File: src/rtl/gcd_cpu_core_if.sv
// Memory bus between gcd_cpu_core (master) and its synchronous program/data RAM (slave).
interface gcd_cpu_core_if #(
  parameter int DATA_W = 8,
  parameter int ADDR_W = 8
);
  logic [ADDR_W-1:0] mem_addr;
  logic              mem_we;
  logic [DATA_W-1:0] mem_wdata;
  logic [DATA_W-1:0] mem_rdata;

  modport master (output mem_addr, output mem_we, output mem_wdata, input mem_rdata);
  modport slave  (input mem_addr, input mem_we, input mem_wdata, output mem_rdata);
endinterface

File: src/rtl/gcd_cpu_core.sv
// Two-register (A,B) multi-cycle accumulator core fetching 16-opcode programs from a
// synchronous RAM, with start/halt handshake, zero and carry/borrow flags and a retire strobe.
module gcd_cpu_core #(
  parameter int DATA_W = 8,
  parameter int ADDR_W = 8
) (
  input  logic              clk,
  input  logic              rst,
  input  logic              start,
  gcd_cpu_core_if.master    mem,
  output logic              busy,
  output logic              halted,
  output logic              retire,
  output logic [DATA_W-1:0] reg_a,
  output logic [DATA_W-1:0] reg_b,
  output logic              flag_z,
  output logic              flag_c
);

  typedef enum logic [2:0] {
    S_IDLE, S_FETCH, S_DECODE, S_OPERAND, S_MEMRD, S_HALT
  } state_t;

  typedef enum logic [3:0] {
    OP_AEQB = 4'd0,  OP_BEQA = 4'd1,  OP_ADD  = 4'd2,  OP_ADDB = 4'd3,
    OP_SUB  = 4'd4,  OP_SUBB = 4'd5,  OP_LDA  = 4'd6,  OP_LDB  = 4'd7,
    OP_STA  = 4'd8,  OP_LDM  = 4'd9,  OP_CMP  = 4'd10, OP_JMP  = 4'd11,
    OP_JZ   = 4'd12, OP_JC   = 4'd13, OP_NOP  = 4'd14, OP_HLT  = 4'd15
  } opcode_t;

  state_t            state, state_n;
  opcode_t           ir, ir_n, op_dec;
  logic [ADDR_W-1:0] pc, pc_n, pc1, pc2, op_addr;
  logic [DATA_W-1:0] a_n, b_n;
  logic              z_n, c_n;
  logic [DATA_W:0]   sum, diff_ab, diff_ba;

  assign op_dec  = opcode_t'(mem.mem_rdata[3:0]);
  assign op_addr = mem.mem_rdata[ADDR_W-1:0];
  assign pc1     = pc + ADDR_W'(1);
  assign pc2     = pc + ADDR_W'(2);
  // The extra top bit of each difference is the borrow (subtrahend > minuend).
  assign sum     = {1'b0, reg_a} + {1'b0, reg_b};
  assign diff_ab = {1'b0, reg_a} - {1'b0, reg_b};
  assign diff_ba = {1'b0, reg_b} - {1'b0, reg_a};

  assign mem.mem_wdata = reg_a;
  assign busy   = (state == S_FETCH) || (state == S_DECODE) ||
                  (state == S_OPERAND) || (state == S_MEMRD);
  assign halted = (state == S_HALT);

  always_ff @(posedge clk or posedge rst) begin
    if (rst) begin
      state  <= S_IDLE;
      ir     <= OP_NOP;
      pc     <= '0;
      reg_a  <= '0;
      reg_b  <= '0;
      flag_z <= 1'b0;
      flag_c <= 1'b0;
    end else begin
      state  <= state_n;
      ir     <= ir_n;
      pc     <= pc_n;
      reg_a  <= a_n;
      reg_b  <= b_n;
      flag_z <= z_n;
      flag_c <= c_n;
    end
  end

  always_comb begin
    state_n      = state;
    ir_n         = ir;
    pc_n         = pc;
    a_n          = reg_a;
    b_n          = reg_b;
    z_n          = flag_z;
    c_n          = flag_c;
    mem.mem_addr = pc;
    mem.mem_we   = 1'b0;
    retire       = 1'b0;

    case (state)
      S_IDLE, S_HALT: begin
        if (start) begin
          state_n = S_FETCH;
          pc_n    = '0;
          a_n     = '0;
          b_n     = '0;
          z_n     = 1'b0;
          c_n     = 1'b0;
        end
      end

      S_FETCH: state_n = S_DECODE;

      S_DECODE: begin
        mem.mem_addr = pc1;
        ir_n         = op_dec;
        // Single-cycle ops finish here; everything else defaults to the operand fetch.
        state_n      = S_FETCH;
        pc_n         = pc1;
        retire       = 1'b1;
        case (op_dec)
          OP_AEQB: a_n = reg_b;
          OP_BEQA: b_n = reg_a;
          OP_ADD: begin
            a_n = sum[DATA_W-1:0];
            z_n = (sum[DATA_W-1:0] == '0);
            c_n = sum[DATA_W];
          end
          OP_ADDB: begin
            b_n = sum[DATA_W-1:0];
            z_n = (sum[DATA_W-1:0] == '0);
            c_n = sum[DATA_W];
          end
          OP_SUB: begin
            a_n = diff_ab[DATA_W-1:0];
            z_n = (diff_ab[DATA_W-1:0] == '0);
            c_n = diff_ab[DATA_W];
          end
          OP_SUBB: begin
            b_n = diff_ba[DATA_W-1:0];
            z_n = (diff_ba[DATA_W-1:0] == '0);
            c_n = diff_ba[DATA_W];
          end
          OP_CMP: begin
            z_n = (reg_a == reg_b);
            c_n = diff_ab[DATA_W];
          end
          OP_NOP: ;
          OP_HLT: begin
            state_n = S_HALT;
            pc_n    = pc;
          end
          OP_JZ, OP_JC: begin
            if ((op_dec == OP_JZ) ? flag_z : flag_c) begin
              state_n = S_OPERAND;
              pc_n    = pc;
              retire  = 1'b0;
            end else begin
              pc_n = pc2;
            end
          end
          default: begin
            state_n = S_OPERAND;
            pc_n    = pc;
            retire  = 1'b0;
          end
        endcase
      end

      S_OPERAND: begin
        state_n = S_FETCH;
        pc_n    = pc2;
        retire  = 1'b1;
        case (ir)
          OP_LDA: a_n = mem.mem_rdata;
          OP_LDB: b_n = mem.mem_rdata;
          OP_STA: begin
            mem.mem_addr = op_addr;
            mem.mem_we   = 1'b1;
          end
          OP_LDM: begin
            mem.mem_addr = op_addr;
            state_n      = S_MEMRD;
            pc_n         = pc;
            retire       = 1'b0;
          end
          OP_JMP, OP_JZ, OP_JC: pc_n = op_addr;
          default: ;
        endcase
      end

      S_MEMRD: begin
        a_n     = mem.mem_rdata;
        pc_n    = pc2;
        retire  = 1'b1;
        state_n = S_FETCH;
      end

      default: state_n = S_IDLE;
    endcase
  end

endmodule
File: src/flat_wrapper.sv
// flat-port wrapper written by rule: the top's interface ports become plain ports
module gcd_cpu_core_flat 
#(
  parameter int DATA_W = 8,
  parameter int ADDR_W = 8
)
  (clk, rst, start, busy, halted, retire, reg_a, reg_b, flag_z, flag_c, mem_mem_addr, mem_mem_we, mem_mem_wdata, mem_mem_rdata);
  gcd_cpu_core_if #(.DATA_W(DATA_W), .ADDR_W(ADDR_W)) mem_i ();
  input  logic clk;
  input  logic rst;
  input  logic start;
  output logic busy;
  output logic halted;
  output logic retire;
  output logic [DATA_W-1:0] reg_a;
  output logic [DATA_W-1:0] reg_b;
  output logic flag_z;
  output logic flag_c;
  output wire logic [$bits(mem_i.mem_addr)-1:0] mem_mem_addr;
  output wire logic [$bits(mem_i.mem_we)-1:0] mem_mem_we;
  output wire logic [$bits(mem_i.mem_wdata)-1:0] mem_mem_wdata;
  input wire logic [$bits(mem_i.mem_rdata)-1:0] mem_mem_rdata;
  assign mem_mem_addr = mem_i.mem_addr;
  assign mem_mem_we = mem_i.mem_we;
  assign mem_mem_wdata = mem_i.mem_wdata;
  assign mem_i.mem_rdata = mem_mem_rdata;
  gcd_cpu_core #(.DATA_W(DATA_W), .ADDR_W(ADDR_W)) u_core (.clk(clk), .rst(rst), .start(start), .mem(mem_i), .busy(busy), .halted(halted), .retire(retire), .reg_a(reg_a), .reg_b(reg_b), .flag_z(flag_z), .flag_c(flag_c));
endmodule
File: config.mk
export PLATFORM = sky130hd
export DESIGN_NAME = gcd_cpu_core_flat
export DESIGN_NICKNAME = d
export VERILOG_FILES = /design/src/rtl/gcd_cpu_core_if.sv /design/src/rtl/gcd_cpu_core.sv /design/src/flat_wrapper.sv
export SDC_FILE = /design/constraint.sdc
export NUM_CORES = 1
export LEC_CHECK = 0
export CAP_MARGIN = 20
export CORE_ASPECT_RATIO = 0.9
export CORE_MARGIN = 3
export CORE_UTILIZATION = 29
export DETAILED_ROUTE_END_ITERATION = 16
export HOLD_SLACK_MARGIN = 0.03
export PLACE_DENSITY = 0.47
export SLEW_MARGIN = 5
export SYNTH_ARGS = -nofsm -noshare
export SYNTH_HDL_FRONTEND = slang
export SYNTH_SLANG_ARGS = --single-unit
File: constraint.sdc
create_clock -name clk -period 2.5 [get_ports clk]
set_clock_uncertainty 0.15 [all_clocks]
set_input_delay 0.75 -clock clk [delete_from_list [all_inputs] [get_ports clk]]
set_output_delay 0.75 -clock clk [all_outputs]
set_load 0.005 [all_outputs]
Word-level counts from Yosys, hierarchy flattened:

Cells that the tools add are included.

* multiply operators: 0
* $lt $le $gt $ge: 0
* reduce and logical (&&, ||, !) cells: 24
* $add $sub $neg: 5
* eq/ne operators: 33
* div/mod/pow operators: 0
* bitwise logic cells: 0
* shift-type cells: 0
* mux-type cells: 30

Operators with widths (count)
* $pmux W8 S3: 3
* $pmux W8 S4: 2
* $pmux W8 S2: 3
* $eq A4 B4 Y1 const B: 10
* $mux W8: 5
* $logic_not A8 Y1: 3
* $sub A8 B8 Y9: 2
* $eq A4 B3 Y1 const B: 4
* $pmux W3 S5: 1
* $ne A4 B4 Y1 const B: 3
* $reduce_or A2 Y1: 5
* $add A8 B8 Y9: 1
* $pmux W3 S3: 1
* $reduce_or A9 Y1: 1
* $add A8 B1 Y8 const B: 1
* $add A8 B2 Y8 const B: 1
* $eq A4 B2 Y1 const B: 2
* $eq A8 B8 Y1: 1
* $ne A2 B2 Y1 const B: 4
* $reduce_and A4 Y1: 2
* $reduce_or A8 Y1: 1
* $eq A3 B2 Y1 const B: 2
* $eq A3 B3 Y1 const B: 2
* $mux W1: 6
* other kinds (18): 26

* RAM bits: 0
* register bits: 33
* memories kept: 0
* output and inout port bits: 38
* logic and storage cells: 99
* memory bits (read-only): 0
* latch bits: 0

Logic depth before layout (Yosys ltp):

* depth after elaboration: 5
* mapped depth: 11
* mapped depth without buffers: 11

Worst setup path after synthesis:

No wires, ideal clock.

* path kind: flip-flop to flip-flop
* from: register u_core.reg_a[0], in the netlist u_core.mem.mem_wdata[0]
* to: register u_core.flag_z
* arrival: 2.509 ns
* buffers on the path: 0
* path slack: -0.251 ns
* data required time: 2.258 ns
* stages on the path, launching flop included: 11
* setup time: 0.092 ns
* clock period less this slack: 2.751 ns
* cells stage by stage: dfrtp_1 inv_1 ha_1 inv_1 fa_1 a21o_1 a21oi_1 xnor2_1 or4_1 o311a_1 o31ai_2

* cells in the longest elaborated chain, start to end: 4
* elaborated cells on any way between the ends: 9
* classes of those cells: add/sub: 3; eq/ne: 1; mux: 2; reduce/logical: 3

Ends and longest elaborated chain
* from (decl): RTL line gcd_cpu_core.sv:14 `output logic [DATA_W-1:0] reg_a,`
* from (signal assigned): RTL line gcd_cpu_core.sv:65 `reg_a <= a_n;`
* $sub A8 B8 Y9 (tied with other cells): RTL line gcd_cpu_core.sv:45 `assign diff_ba = {1'b0, reg_b} - {1'b0, reg_a};`
* $logic_not A8 Y1 (on tied branches)
* $pmux W1 S4 *: RTL line gcd_cpu_core.sv:105 `case (op_dec)`
* $pmux W1 S2 *: RTL line gcd_cpu_core.sv:84 `case (state)`
* to (signal assigned): RTL line gcd_cpu_core.sv:67 `flag_z <= z_n;`
* to (decl): RTL line gcd_cpu_core.sv:16 `output logic flag_z,`

Every way passes the cells marked *; elsewhere a longest branch is shown, timed or not.
A chain may end at the register's enable or synchronous reset.

Final worst setup path:

* from: register u_core.ir[3]
* to: output mem_mem_addr[1]

* cells in the longest elaborated chain, start to end: 4
* elaborated cells on any way between the ends: 5
* classes of those cells: eq/ne: 2; mux: 2; reduce/logical: 1

Ends and longest elaborated chain
* from (decl): RTL line gcd_cpu_core.sv:32 `opcode_t ir, ir_n, op_dec;`
* from (signal assigned): RTL line gcd_cpu_core.sv:63 `ir <= ir_n;`
* $eq A4 B4 Y1: RTL line gcd_cpu_core.sv:158 `case (ir)`
* $reduce_or A2 Y1 (no line) *
* $mux W8 *: RTL line gcd_cpu_core.sv:158
* $pmux W8 S2 *: RTL line gcd_cpu_core.sv:84
* to (decl): RTL line flat_wrapper.sv:19 `output wire logic [$bits(mem_i.mem_addr)-1:0] mem_mem_addr;`

Marked as above.

==> run metrics <==
Synth Net Count 580; Yosys warnings 0; Post-synth ARST share 1.00; Worst-path clk slew 60 ps; CTS root buf clkbuf_16; biggest area consumer among synthesized cells dfrtp_1; DRT Wirelength 17700 µm; final worst slack -285 ps; grt ovf 0; maximum number of pins on one net before global-route repair 34; maximum fanout along the worst path 5; Initial Util 0.299; Die W 130 µm; CTS tree built; cells along the critical path nor3b_4 -> buf_6 -> buf_12 -> nand2_8 -> buf_12 -> buf_6 -> o22ai_4 -> a21oi_2 -> buf_2; I/O Buffers 48; synthesized area 4010 µm²; drt drc 0; CTS H-tree lvls 2; Hold Fails Final Rpt 0; status finished, violations left; initial antenna violation count 0; Final setup viols 17; first-pass GRT wire length 27800 µm; post-synth cell types 73; Synth Area in Adders 0.0986; violated checks negative setup slack; Post-Synthesis Cells 540; vias in the first global route 5070; Sum Neg Setup Slack -2560 ps; drt first pass iters 5; period utilization 1.11; Rows 40; Global Route Usage Sum 0.227; Hold Crit Class flip-flop to flip-flop; Via Count 5155; Lkg Pwr 3.07 nW; PwrDens 1550 nW/µm²; hpwl dp 13000 µm; number of nets with antenna violations after routing 0; Synth Register Bits 33; Area Growth Syn to Fin 79.0%; Pins Over Slew Limit 0; largest family of logic cells by synthesized area compound AO/OA/AOI/OAI gates; Routed WL per cell 18.9 µm; placed cells 888; top cell type's share of synthesized area 0.187; Critical Path Sink Type output pin; max cap viols 0; f_max 359 MHz; Arrival @ worst endpoint 1890 ps; Nets 807; CTS Buf Count 5; top cell types by occurrence after synthesis nand2_1, a21oi_1, nor2_1; register area 838 µm²; post-synthesis mux area share 0.00749; TritonCTS sink count 33; EDFF count, synth 0; gpl congestion 0.903; most instantiated library cell after synthesis nand2_1; Worst path max stage delay 530 ps; core region area 13400 µm²; Multi-input gate area 3580 µm²; diode count 0; Slowest-stage cell, CP dfstp_2; clock latency on the worst-skew pair 290 ps; boundary pin count 49; Util after Layout 0.535; initial drt markers 375; ys flop type dfrtp_1; Die Span Y 118 µm; unrepaired setup endpoints after global routing yes; Crit Path Class flip-flop to output pin; Max VDD drop 0.000643 V; fill count 1268; sequential-to-total area share from yosys stat 0.207; clock buffer depth 2; xor-xnor portion of the synthesized cell area 0.0415; Avg Cell Area, Syn 7.42 µm²; fin crit period 2790 ps; Startpoint Class flip-flop; fin cells 936; share of cells above drive strength 1 0.486; die area 15300 µm²; worst rel slew slack 0.571; Worst Path Required 1600 ps; simple-gate area share of the yosys netlist 0.217; DR vias/cell 5.51; Synth area leaders dfrtp_1, ha_1, a21oi_1, nand2_1, o21ai_0; Final Power 11.1 mW; worst-margin pin slew 637 ps; Compound-Gate Fraction of Synth Area 0.343
[area by class of cell]
class,instances,area share
tap,168,0.0293
timing repair buffer,271,0.321
multi-input combinational,428,0.499
inverter,28,0.0146
sequential,33,0.117
clock buffer,8,0.0190
[logic make-up after synthesis]
group,Yosys count
AOI/OAI and AO/OA,204
and+or+nand+nor,172
buffers and inverters,79
DFF,33
adders and majority gates,30
xor gates and xnor gates,19
muxes,3
[registers in the layout (all words and copies together), names as in the netlist]
signal,count
u_core.flag_z,1
u_core.flag_c,1
u_core.state,3
u_core.pc,8
u_core.reg_b,8
u_core.ir,4
u_core.mem.mem_wdata,8
[layer usage]
metal / part of all wire / vias to the layer above / GRT usage
met5: 0 / - / 0
met4: 0.0087 / 0 / 0.0448
met3: 0.058 / 13 / 0.0304
met2: 0.46 / 172 / 0.350
met1: 0.47 / 2521 / 0.339
li1: - / 2449 / -
[power breakdown]
group | total (mW) | switching, mW | internal [mW]
registers | 1.04 | 0.244 | 0.800
logic | 9.47 | 4.57 | 4.90
clock network | 0.625 | 0.254 | 0.372
total | 11.1 | 5.07 | 6.07
[what timing repair did]
item	in CTS	in global routing
gates resized for setup	158	87
setup endpoints to repair	38	36
pin swaps	36	39
hold buffers	0	0
setup buffers	31	15
[per-stage QoR]
step	instance area, µm²	worst slack, ps	hold slack (ps)
2_1_floorplan	4030	-117	297
3_3_place_gp	5880	-884	440
3_5_place_dp	5880	-948	441
4_1_cts	6740	-270	449
5_1_grt	7180	-358	476
6_report	7180	-285	464
[worst max-delay path, delay by kind of cell (launching register included)]
| kind | cells | cell delay, ps |
|---|---|---|
| compound gates | 2 | 150 |
| buf+inv | 5 | 650 |
| flops | 1 | 530 |
| simple gates | 2 | 260 |
[final timing paths]
path | from | depth (start not counted) | slack [ps] | end
worst max-delay path | u_core.ir[3]$_DFFE_PP1P_ | 9 | -290 | mem_mem_addr[1]
worst max register to register | u_core.reg_b[0]$_DFFE_PP0P_ | 10 | -240 | u_core.flag_z$_DFFE_PP0P_
max in group asynchronous | rst | 3 | 1080 | u_core.reg_b[0]$_DFFE_PP0P_
worst min register to register | u_core.ir[3]$_DFFE_PP1P_ | 3 | 460 | u_core.ir[3]$_DFFE_PP1P_
worst min-delay path | u_core.ir[3]$_DFFE_PP1P_ | 3 | 460 | u_core.ir[3]$_DFFE_PP1P_
min in group asynchronous | rst | 3 | 750 | u_core.pc[0]$_DFFE_PP0P_
[cell usage in the layout, fill, tap and decap left out, types with 7 or more instances in the layout]
cell,netlist,routed
a21oi_1,51,37
a21oi_2,0,13
a22o_1,7,7
a31oi_1,12,8
buf_12,0,7
buf_2,9,11
buf_4,8,186
buf_6,0,28
clkdlybuf4s50_1,0,29
dfrtp_1,30,23
dfrtp_2,0,7
ha_1,26,12
ha_4,0,10
inv_1,28,21
inv_2,0,7
nand2_1,65,59
nor2_1,35,29
o211ai_1,7,7
o21a_1,7,7
o21ai_0,27,17
o21ai_1,7,14
o22ai_1,15,7
xnor2_1,14,10
No activity file was read; power rests on OpenSTA's default activity.
